`src/rtl/mask_unit.sv`:
```
// mask_unit: bitwise mask operations on an operand stream.
// Results queue in a small FIFO ahead of the consumer.
module mask_unit #(
    parameter int WIDTH = 32,
    parameter int DEPTH = 2
) (
    input  logic                       clk,
    input  logic                       rst,
    input  logic                       mask_we,
    input  logic [WIDTH-1:0]           mask_in,
    input  logic [1:0]                 mode,
    input  logic [WIDTH-1:0]           in,
    input  logic                       in_valid,
    output logic                       in_ready,
    output logic [WIDTH-1:0]           out,
    output logic                       out_valid,
    input  logic                       out_ready,
    output logic                       out_zero,
    output logic [$clog2(DEPTH+1)-1:0] count
);

    localparam int PW = (DEPTH > 1) ? $clog2(DEPTH) : 1;
    localparam int CW = $clog2(DEPTH + 1);
    localparam logic [CW-1:0] FULL = CW'(DEPTH);

    localparam logic [1:0] MODE_AND  = 2'b00;
    localparam logic [1:0] MODE_OR   = 2'b01;
    localparam logic [1:0] MODE_XOR  = 2'b10;
    localparam logic [1:0] MODE_ANDN = 2'b11;

    logic [WIDTH-1:0] mask_q;
    logic [WIDTH-1:0] mem [DEPTH];
    logic [PW-1:0]    head;
    logic [PW-1:0]    tail;
    logic [WIDTH-1:0] result;
    logic             push;
    logic             pop;

    // Flow control depends only on registered count, never on
    // out_ready or in_valid, so a full buffer frees a slot a cycle
    // after the pop.
    assign in_ready  = (count != FULL);
    assign out_valid = (count != '0);
    assign push      = in_valid && in_ready;
    assign pop       = out_valid && out_ready;

    // Storage is not reset, so the head entry is gated by out_valid.
    assign out      = out_valid ? mem[head] : '0;
    assign out_zero = out_valid && (out == '0);

    // Operation on the operand using the mask as it stood before
    // this edge; a same-cycle mask write lands afterwards.
    always_comb begin
        result = '0;
        unique case (mode)
            MODE_AND:  result = in & mask_q;
            MODE_OR:   result = in | mask_q;
            MODE_XOR:  result = in ^ mask_q;
            MODE_ANDN: result = in & ~mask_q;
            default:   result = '0;
        endcase
    end

    // Mask register, all ones out of reset so the unit passes data.
    always_ff @(posedge clk or posedge rst) begin
        if (rst) begin
            mask_q <= '1;
        end else if (mask_we) begin
            mask_q <= mask_in;
        end
    end

    // Result storage written at the tail on every accept.
    always_ff @(posedge clk) begin
        if (push) begin
            mem[tail] <= result;
        end
    end

    // Tail pointer; power-of-two depth makes the wrap implicit.
    always_ff @(posedge clk or posedge rst) begin
        if (rst) begin
            tail <= '0;
        end else if (push) begin
            tail <= tail + PW'(1);
        end
    end

    // Head pointer advances on each pop.
    always_ff @(posedge clk or posedge rst) begin
        if (rst) begin
            head <= '0;
        end else if (pop) begin
            head <= head + PW'(1);
        end
    end

    // Occupancy; push and pop together cancel out.
    always_ff @(posedge clk or posedge rst) begin
        if (rst) begin
            count <= '0;
        end else begin
            unique case ({push, pop})
                2'b10:   count <= count + CW'(1);
                2'b01:   count <= count - CW'(1);
                default: count <= count;
            endcase
        end
    end

endmodule

```
`config.mk`:
```
export PLATFORM = sky130hd
export DESIGN_NAME = mask_unit
export DESIGN_NICKNAME = d
export VERILOG_FILES = /design/src/rtl/mask_unit.sv
export SDC_FILE = /design/constraint.sdc
export NUM_CORES = 1
export LEC_CHECK = 0
export BUFFER_PORTS_ARGS = -buffer_cell sky130_fd_sc_hd__buf_2
export CORE_AREA = 2 2 115 117
export CTS_BUF_LIST = sky130_fd_sc_hd__clkbuf_16
export CTS_CLUSTER_DIAMETER = 200
export DETAILED_ROUTE_END_ITERATION = 12
export DIE_AREA = 0 0 117 119
export PLACE_DENSITY = 0.76
export SLEW_MARGIN = 20
export SYNTH_ARGS = -nofsm -noshare
export SYNTH_HDL_FRONTEND = slang
export SYNTH_SLANG_ARGS = --single-unit
```
`constraint.sdc`:
```
create_clock -name clk -period 2.8 [get_ports clk]
set_clock_uncertainty 0.2 [all_clocks]
set_input_delay 0.28 -clock clk [delete_from_list [all_inputs] [get_ports clk]]
set_output_delay 0.28 -clock clk [all_outputs]
set_load 0.1 [all_outputs]
```
# Word-level counts from Yosys, hierarchy flattened
# Memories as Yosys holds them, arrays and structs flattened.
# Index checks and enable logic that the tools add are counted.
[classes]
magnitude_cmp = 0
multipliers = 0
n_reduce_logical = 7
div_mod_pow = 0
n_addsub = 4
shifts = 0
eq_ne = 6
n_bitwise = 5
n_mux = 5
[ops]
columns = ["op", "n"]
rows = [
  ["$pmux W32 S4", 1],
  ["$and A32 B32 Y32", 2],
  ["$logic_not A32 Y1", 1],
  ["$mux W32", 1],
  ["$not A32 Y32", 1],
  ["$or A32 B32 Y32", 1],
  ["$xor A32 B32 Y32", 1],
  ["$eq A2 B2 Y1 const B", 3],
  ["$eq A2 B1 Y1 const B", 2],
  ["$pmux W2 S2", 1],
  ["$reduce_bool A2 Y1", 2],
  ["$logic_and A1 B1 Y1", 3],
  ["$add A1 B1 Y1 const B", 2],
  ["$add A2 B1 Y2 const B", 1],
  ["$logic_not A2 Y1", 1],
  ["$mux W1", 2],
  ["$ne A2 B2 Y1 const B", 1],
  ["$sub A2 B1 Y2 const B", 1],
]
[word_totals]
elab_cells = 32
ram_bits = 64
rom_bits = 0
register_bits = 36
n_memories = 1
output_inout_bits = 37
latch_bits = 0
inputBits = 71
[memory_table]
columns = ["name", "depth", "word_bits", "rd", "rd_ports_with_merged_regs", "wr", "line_no", "source"]
rows = [
  ["mem", 2, 32, 1, 0, 1, "32", "logic [WIDTH-1:0] mem [DEPTH];"],
]

# Logic depth before layout (Yosys ltp)
# Gate-level depths: netlist (run 1).
[logic_depth]
ltp_word = 4
depth_mapped = 7
mapped_depth_nobuf = 7

# Least setup slack after synthesis (run 1)
# Ideal clock, no wire load.
[synth_path]
path_type = "reg-to-reg"
start = "register count[0]"
end = "memory mem[0][0] (enable)"
slack_ns = -1.394
period_less_slack_ns = 4.194
t_required_ns = 2.179
setup_ns = 0.421
path_buffers = 0
arrival_time_ns = 3.573
stages_incl_launch_ff = 4
path_cell_list = "dfrtp_1 > nand2b_1 > nand2_1 > nor2_1"
[synth_between]
elab_chain_len = 4
[synth_rtl]
columns = ["item", "line_no", "source"]
rows = [
  ["from (decl)", "19", "output logic [$clog2(DEPTH+1)-1:0] count"],
  ["from (signal assigned)", "104", "2'b10: count <= count + CW'(1);"],
  ["from (signal assigned)", "105", "2'b01: count <= count - CW'(1);"],
  ["from (signal assigned)", "106", "default: count <= count;"],
  ["$ne A2 B2 Y1", "42", "assign in_ready = (count != FULL);"],
  ["named net in_ready", "14", "output logic in_ready,"],
  ["$logic_and A1 B1 Y1", "44", "assign push = in_valid && in_ready;"],
  ["$mux W1", "75", "if (push) begin"],
  ["$mux W1 (implied by the code)", "76", "mem[tail] <= result;"],
  ["to (decl)", "32", ""],
]
# The timed path passes the listed nets, and every way through them passes these cells.

# Worst setup path in the final report (run 1)
[layout_path]
start = "register head"
end = "output port out_zero"
[layout_between]
elab_chain_len = 4
[layout_rtl]
columns = ["item", "line_no", "source"]
rows = [
  ["from (decl)", "33", "logic [PW-1:0] head;"],
  ["from (signal assigned)", "94", "head <= head + PW'(1);"],
  ["$mem_v2 Z2 W32", "--", ""],
  ["$mux W32", "48", "assign out = out_valid ? mem[head] : '0;"],
  ["$logic_not A32 Y1", "49", "assign out_zero = out_valid && (out == '0);"],
  ["$logic_and A1 B1 Y1", "49", ""],
  ["to (decl)", "18", "output logic out_zero,"],
]
# Every way passes these cells.

==> metrics.txt, run 1 <==
Yosys Warn Count 0; layout cells sized above 1 around 30%; post-synth top area cell edfxtp_1; top cells by count, synth inv_1, nand2_1, edfxtp_1; Tmin final between 2 and 3 ns; Worst Min Path Start out_ready; DRT iter0 DRCs between 300 and 400; worst reg-to-reg path cell count 7; worst path arrival time 2.30 ns; Avg Cell Area, Syn between 10 and 15 um^2; vias in the first global route around 4,400; slew margin rel. 32.1%; setup violation total in the final timing report 0; synthesized area around 5600 um^2; P_int roughly 3.6 mW; Comb power frac 55.2%; dpl hpwl roughly 9800 um; Reg power frac around 29%; global-route wire length before repair ~22,000 um; DR WL/cell 15.8 um; Cells after Synth 560; Starting Density between 40% and 50%; clk buf depth 2; Die Y 119 um; Hold Path End head$_DFFE_PP0P_; CTS buffer count 9; # fillers roughly 1,100; core area between 10,000 and 15,000 um^2; Layout area overhead 27.0%; PD cells between 1000 and 1500 nW/um^2; Ports between 100 and 150; Final Util 55.4%; Tcrit/Tclk final between 90% and 100%; largest net degree at the start of global routing between 60 and 70; HP Class in2reg; fin nets 800; Hold Path Depth 3; initial antenna violation count 0; startpoint types register; clk_lat worst skew 0.34 ns; sequential cell area 2870 um^2; TritonRoute pass-1 iters 5; VDD IR max around 520 uV; Crit. End Element output port; Multi-input gate area 2360 um^2; Async SR Flop Fraction between 30% and 40%; CTS tree built; MaxCap Viol Count 0; dominant synthesized flop cell edfxtp_1; I/O Buffers 107; R2R setup slack a little under 0.7 ns; global route overflow 0; Post-synth EDFFs 64; post-place instance area about 6400 um^2; status finished clean; Slew Viols, Final 0; switching share of power a little over half; Synth area leaders edfxtp_1, dfstp_2, ha_1; Final Hold Vio Count 0; clock share of power 16.2%; Net Sw Power about 4.1 mW; Die W around 120 um; antenna diode count 0; CTS Sinks 100; Slew @ Worst Pin 1.02 ns; reg2reg end count[1]$_DFFE_PP0P_; Yosys cell types 31; total wire length approximately 14,000 um; Synth Net Count approximately 670; via count between 4,000 and 5,000; GRT Overall Usage 20.5%; # rows 42; GPL Wtd Cong 0.850; sequential area share after synthesis 50.9%; vias per inst ~5; residual DRC count 0; post-route ant nets 0; maximum clock rate approximately 360 MHz; htree depth 3; leakage 3.26 nW; Crit path required time approximately 2.3 ns; crit path kind reg2out; worst r2r src count[0]$_DFFE_PP0P_; root buf cell clkbuf_16; Synth top area share 34.2%; Die Area ~14,000 um^2; top-count cell post-synth inv_1; Finished Cell Area between 7000 and 8000 um^2; #FFs+latches synth 100; crit path max fanout 7; clock-pin slew on the worst setup and hold paths around 0.070 ns
[how the worst max path moves through the flow]
stage | start | endpoint | cells after the start
4_1_cts | head$_DFFE_PP0P_ | out_zero | 6
2_1_floorplan | count[0]$_DFFE_PP0P_ | out[0] | 3
3_5_place_dp | head$_DFFE_PP0P_ | out_zero | 6
5_1_grt | head$_DFFE_PP0P_ | out_zero | 6
6_report | head$_DFFE_PP0P_ | out_zero | 6
3_3_place_gp | head$_DFFE_PP0P_ | out_zero | 6
[critical path, cell delays in order (launching register included)]
cell	delay, ns
dfrtp_4	0.50
buf_4	0.23
mux2i_2	0.30
nand3_1	0.16
nor4_2	0.29
and4b_4	0.30
buf_12	0.18
[through the flow]
| stage | setup slack [ns] | TNS, ns | hold slack (ns) | std cells | power, mW |
|---|---|---|---|---|---|
| final | 0.0197 | 0 | 0.0938 | 873 | 7.72 |
| after global routing | -0.0309 | -0.0309 | 0.0970 | 873 | 8.04 |
| after CTS | 0.00375 | 0 | 0.0928 | 873 | 7.70 |
| after detailed placement | 0.234 | 0 | 0.286 | 821 | 6.33 |
| after global placement | 0.280 | 0 | 0.279 | 821 | 6.25 |
| after floorplan | -0.0575 | -0.460 | 0.174 | 560 | 5.62 |
[sequential cells by signal (all words and copies together) (netlist names)]
register	count
count	2
tail	1
mask_q	32
mem	64
head	1
[cells in the final DEF (no fill, tap or decap), types with 4 or more instances in the layout]
cell / Yosys / routed
buf_12: 0 / 4
a21oi_1: 34 / 34
xor2_1: 34 / 34
nand2_1: 67 / 67
a221oi_1: 32 / 32
mux2i_1: 32 / 28
o21ai_0: 8 / 8
ha_1: 36 / 34
edfxtp_1: 64 / 64
buf_2: 5 / 106
clkbuf_16: 0 / 9
o21ai_1: 25 / 25
nor2_1: 35 / 10
nor2_2: 0 / 24
nor4_1: 9 / 8
dfstp_2: 32 / 32
inv_1: 100 / 99
buf_4: 1 / 11
mux2i_2: 0 / 4
dlygate4sd3_1: 0 / 32
[power groups by stage]
stage	Sequential (mW)	Combinational [mW]	Clock [mW]
finish	2.21	4.27	1.25
global placement	2.22	4.03	0
detailed placement	2.25	4.09	0
CTS	2.20	4.23	1.27
global route	2.24	4.47	1.33
floorplan	2.26	3.36	0
[logic make-up after synthesis]
kind of cell / synth area share (%)
AOI/OAI and AO/OA: 11.2
DFF: 50.9
adders and majority gates: 8.02
muxes: 5.70
buffers and inverters: 9.06
and+or+nand+nor: 9.26
xor gates and xnor gates: 5.77
[repair_timing]
item,CTS,global route
hold endpoints to repair,32,0
hold buffers,32,0
buffers inserted,5,0
setup endpoints to repair,1,1
gates resized for setup,1,6
[per-layer routing]
layer  wire (um)  vias to the layer above  global-route usage (%)
met1        6040                     2066                    28.4
met4         210                        0                    6.32
met3         833                       13                    3.26
met5           0                        -                       0
met2        6690                      131                    33.2
li1            -                     2164                       -
[area by class of cell]
| type | instances | share of cell area (%) |
|---|---|---|
| clock buffers | 9 | 3.16 |
| clock inverters | 6 | 1.00 |
| inverters | 100 | 5.31 |
| multi-input cells | 329 | 33.0 |
| flip-flops and latches | 100 | 40.2 |
| well taps | 176 | 3.09 |
| repair buffers | 153 | 14.2 |
Power figures use the tool's default switching activity.
==> inputs of run 2 (changes only) <==
- PLACE_DENSITY: 0.76 -> 0.73
- clock period: 2.8 -> 2.7 ns (I/O delays scaled with it)
==> run 2 against run 1 <==
  * The run now ends with setup timing left
  * Largest power group unchanged
  * Clock power hardly changed
  * Routed wire length down 2.2%
  * Combinational power up 4%
  * Via count is 1.2% higher
  * Worst hold slack worse by 0.026 ns
  * Flip-flop and latch count unchanged
  * Global-route usage shrank 0.15 points
  * Largest cell class unchanged
  * Non-clock buffer count is 5 higher
  * Count of clock-buffer cells in the layout stayed put
  * Cell area increased by 0.68%
  * Total power rose by 3.5%
  * Utilization up 0.38 points
==> metrics.txt, run 2 (synthesized netlist as in run 1, its figures left out) <==
status complete, but fails checks; failing checks setup timing; leakage 3.28 nW; GRT Overall Usage between 20% and 30%; RSZ-0062 raised after global routing true; residual DRC count 0; crit path max-delay cell type dfrtp_2; total wire length 13,500 um; TritonRoute pass-1 iters 5; Die Area roughly 14,000 um^2; htree depth 3; GPL Wtd Cong between 0.8 and 0.9; Worst path top cell family by delay simple AND/OR/NAND/NOR gates; Crit. End Element output port; Tcrit/Tclk final 102%; initial antenna violation count 1; global-route wire length before repair around 22,000 um; DRT iter0 DRCs between 200 and 300; largest net degree at the start of global routing 33; Hold WS between 0.06 and 0.07 ns; total power draw approximately 8 mW; Die W between 100 and 150 um; vias in the first global route 4,378; most common cell after layout, fill and taps aside buf_2; dpl hpwl 9930 um; Final Hold Vio Count 0; global route overflow 0; Biggest register mem; reg2reg end count[1]$_DFFE_PP0P_; Crit path largest cell delay 0.45 ns; most frequent cells in the layout buf_2, inv_1, nand2_1; CTS tree built; Place WS about 0.11 ns; Slew Viols, Final 0; I/O Buffers between 100 and 150; fin nets slightly above 800; CTS Sinks 100; Ports between 100 and 150; clk buf depth 2; crit path max fanout 6; cell mode on critical path buf_4; vias per inst about 5.0; DR WL/cell 15.3 um; Final WS setup -0.0608 ns; MaxCap Viol Count 0; Starting Density a little over two fifths; clk_lat worst skew between 0.3 and 0.4 ns; HP Class in2reg; R2R setup slack approximately 0.43 ns; largest registers mem x64, mask_q x32, count x2; max FFs per register between 60 and 70; Worst Min Path Start out_ready; VDD IR max approximately 510 uV; root buf cell clkbuf_16; Tmin final approximately 2.8 ns; PD cells 1110 nW/um^2; setup violation total in the final timing report 1; Hold Path End head$_DFFE_PP0P_; startpoint types register; CTS buffer count 9; via count ~4,400; # rows between 40 and 50; CP bufs+invs 3; Hold Path Depth 3; CP Depth 7; Die Y around 120 um; Layout area overhead 27.8%; Crit path required time approximately 2.2 ns; setup TNS -0.0608 ns; layout cells sized above 1 a little under a third; maximum clock rate 362 MHz; Critical Path, Cell by Cell buf_4 -> buf_4 -> mux2i_2 -> nor2_2 -> or4_1 -> and4b_4 -> buf_12; worst r2r src count[1]$_DFFE_PP0P_; core area between 10,000 and 15,000 um^2; Slew @ Worst Pin between 0.7 and 0.8 ns; crit path kind reg2out; slew margin rel. 50.7%; worst path arrival time approximately 2.3 ns; clock-pin slew on the worst setup and hold paths approximately 0.060 ns; post-route ant nets 0; worst reg-to-reg path cell count 7
run 2: metrics by stage:
stage | std cells | utilization, % | area [um^2]
6_report | 880 | 55.8 | 7180
2_1_floorplan | 560 | - | 5730
4_1_cts | 879 | 55.7 | 7180
3_5_place_dp | 825 | 50.5 | 6500
5_1_grt | 880 | 55.8 | 7180
3_3_place_gp | 825 | 50.5 | 6500
run 2: report_power, final:
part	switching (mW)	leakage, nW	internal, mW
Sequential	0.187	0.981	2.08
Combinational	3.52	2.15	0.935
Clock	0.556	0.146	0.715
Total	4.26	3.28	3.73
run 2: how the worst max path moves through the flow:
stage / slack (ns) / start / to
after floorplan: -0.11 / head$_DFFE_PP0P_ / out[6]
after global placement: 0.24 / head$_DFFE_PP0P_ / out_zero
after detailed placement: 0.11 / head$_DFFE_PP0P_ / out_zero
after CTS: -0.04 / head$_DFFE_PP0P_ / out_zero
after global routing: -0.13 / head$_DFFE_PP0P_ / out_zero
final: -0.06 / head$_DFFE_PP0P_ / out_zero
run 2: per-layer routing:
layer | vias up | GRT usage, % | part of all wire [%]
li1 | 2185 | - | -
met1 | 2097 | 28.3 | 45
met2 | 128 | 32.5 | 48
met3 | 17 | 3.82 | 5.5
met4 | 0 | 6.03 | 1.7
met5 | - | 0 | 0
run 2: what timing repair did:
item | 4_1_cts | 5_1_grt
hold buffers | 33 | 0
setup buffers | 5 | 0
gates resized for setup | 4 | 1
pin swaps | 1 | 0
endpoints found under the setup margin | 1 | 1
endpoints found under the hold margin | 36 | 0
run 2: area by class of cell:
cell class	count	area, um^2
Antenna cell	1	2.50
Clock buffer	9	225
Clock inverter	7	67.6
Fill cell	1108	5690
Inverter	100	379
Multi-Input combinational cell	329	2380
Sequential cell	100	2870
Tap cell	176	220
Timing Repair Buffer	158	1040
run 2: worst min-delay path, cell delays in order:
cell	delay (ns)
buf_2	0.08
and2_1	0.15
xor2_1	0.08
==> inputs of run 3 (changes only) <==
- CORE_AREA: 2 2 115 117 -> 2 2 140 142
- CTS_BUF_LIST: sky130_fd_sc_hd__clkbuf_16 -> default
- CTS_CLUSTER_DIAMETER: 200 -> 50
- DIE_AREA: 0 0 117 119 -> 0 0 142 144
- PLACE_DENSITY: 0.73 -> 0.55
==> run 3 against run 2 <==
  * The flow now finishes without violations
  * Largest power group unchanged
  * Cell count rose by 7.8%
  * Routed wire length rose by 5.0%
  * Register-to-register slack improved by 0.08 ns
  * Non-clock buffer count rose by 8
  * Sequential share of layout area fell by 1.2 points
  * Count of clock-buffer cells in the layout did not move
  * First-iteration DRC count fell by 40%
  * Total power rose by 2.4%
  * Combinational power rose by 1%
  * Via count fell by 3.7%
  * Clock power rose by 12%
  * Die area rose by 47%
==> metrics.txt, run 3 (synthesized netlist as in run 1, its figures left out) <==
leakage 3.35 nW; largest registers mem x64, mask_q x32, count x2; initial antenna violation count 0; Critical Path, Cell by Cell mux2i_1 -> nor2_4 -> or4_1 -> and4b_4 -> buf_12; total power draw 8.19 mW; Ports 108; Slew Viols, Final 0; Worst path top cell family by delay simple AND/OR/NAND/NOR gates; Final Hold Vio Count 0; Starting Density between 20% and 30%; Crit path required time around 2.2 ns; Biggest register mem; Place WS around 0.24 ns; TritonRoute pass-1 iters 4; via count roughly 4,300; MaxCap Viol Count 0; GPL Wtd Cong slightly above 0.8; DR WL/cell about 15 um; root buf cell clkbuf_16; max FFs per register between 60 and 70; layout cells sized above 1 31.2%; DRT iter0 DRCs between 150 and 200; antenna diode count 0; RSZ-0062 raised after global routing true; CTS tree built; clk_lat worst skew roughly 0.36 ns; Final WS setup 0.0219 ns; startpoint types register; Tmin final 2.68 ns; Die W around 140 um; residual DRC count 0; Tcrit/Tclk final approximately 99%; crit path kind reg2out; CP bufs+invs 1; core area between 15,000 and 20,000 um^2; clk buf depth 2; Die Y between 100 and 150 um; total wire length 14,200 um; maximum clock rate between 300 and 400 MHz; dpl hpwl a little over 10,000 um; HP Class in2reg; largest net degree at the start of global routing just over 40; global route overflow 0; most frequent cells in the layout buf_2, inv_1, nand2_1; Crit. End Element output port; CTS buffer count 9; # rows 51; Die Area slightly above 20,000 um^2; status finished clean; vias per inst approximately 4.5; global-route wire length before repair 21,800 um; PD cells 1110 nW/um^2; I/O Buffers roughly 110; vias in the first global route approximately 4,000; CTS Sinks 100; clock-pin slew on the worst setup and hold paths 0.07 ns; post-route ant nets 0; slew margin rel. around 65%; Slew @ Worst Pin ~0.52 ns; crit path max-delay cell type or4_1; fin nets 813; Crit path largest cell delay slightly below 0.5 ns; most common cell after layout, fill and taps aside buf_2; GRT Overall Usage between 10% and 20%; VDD IR max 565 uV; htree depth 3; crit path max fanout 7; setup violation total in the final timing report 0; worst path arrival time roughly 2.2 ns; Layout area overhead 31.7%
[run 3: final timing paths]
| path | from | endpoint | slack [ns] | cells past startpoint |
|---|---|---|---|---|
| worst max-delay path | head$_DFFE_PP0P_ | out_zero | 0.02 | 5 |
| worst min-delay path | out_ready | head$_DFFE_PP0P_ | 0.07 | 3 |
| worst max register to register | count[1]$_DFFE_PP0P_ | count[1]$_DFFE_PP0P_ | 0.51 | 7 |
| worst min register to register | mask_q[18]$_DFFE_PP1P_ | mask_q[18]$_DFFE_PP1P_ | 0.29 | 2 |
| max in group asynchronous | rst | mask_q[27]$_DFFE_PP1P_ | 1.73 | 4 |
| min in group asynchronous | rst | count[1]$_DFFE_PP0P_ | 0.31 | 4 |
[run 3: cell type report]
cell class | count | area (um^2)
Tap cell | 238 | 298
Multi-Input combinational cell | 329 | 2380
Clock inverter | 7 | 97.6
Sequential cell | 100 | 2870
Inverter | 100 | 379
Fill cell | 1882 | 11700
Timing Repair Buffer | 166 | 1140
Clock buffer | 9 | 225
[run 3: metal layers]
layer / track usage (%) / routed length [um]
met2: 20.5 / 6240
met5: 0 / 0
met1: 21.5 / 7180
met3: 2.12 / 660
met4: 4.58 / 72
[run 3: worst min-delay path: stages]
cell,delay [ns]
buf_2,0.08
and2_1,0.16
xor2_1,0.08
[run 3: power breakdown]
group          switching, mW  internal (mW)
Combinational           3.53          0.963
Clock                  0.601          0.819
Sequential             0.187           2.08
[run 3: metrics by stage]
step / TNS [ns] / hold slack (ns) / instances / utilization [%] / cell area, um^2
6_report: 0 / 0.0701 / 949 / 38.8 / 7400
4_1_cts: -0.00566 / 0.0591 / 949 / 38.7 / 7390
3_5_place_dp: 0 / 0.150 / 893 / 34.8 / 6650
5_1_grt: -0.0607 / 0.0922 / 949 / 38.8 / 7400
2_1_floorplan: -0.360 / 0.164 / 560 / - / 5730
3_3_place_gp: 0 / 0.150 / 893 / 34.8 / 6650
[run 3: what timing repair did]
action	4_1_cts	5_1_grt
endpoints found under the setup margin	1	1
pin swaps	1	0
gates resized for setup	6	2
hold endpoints to repair	55	0
gates cloned	0	0
setup buffers	3	0
hold buffers	37	0
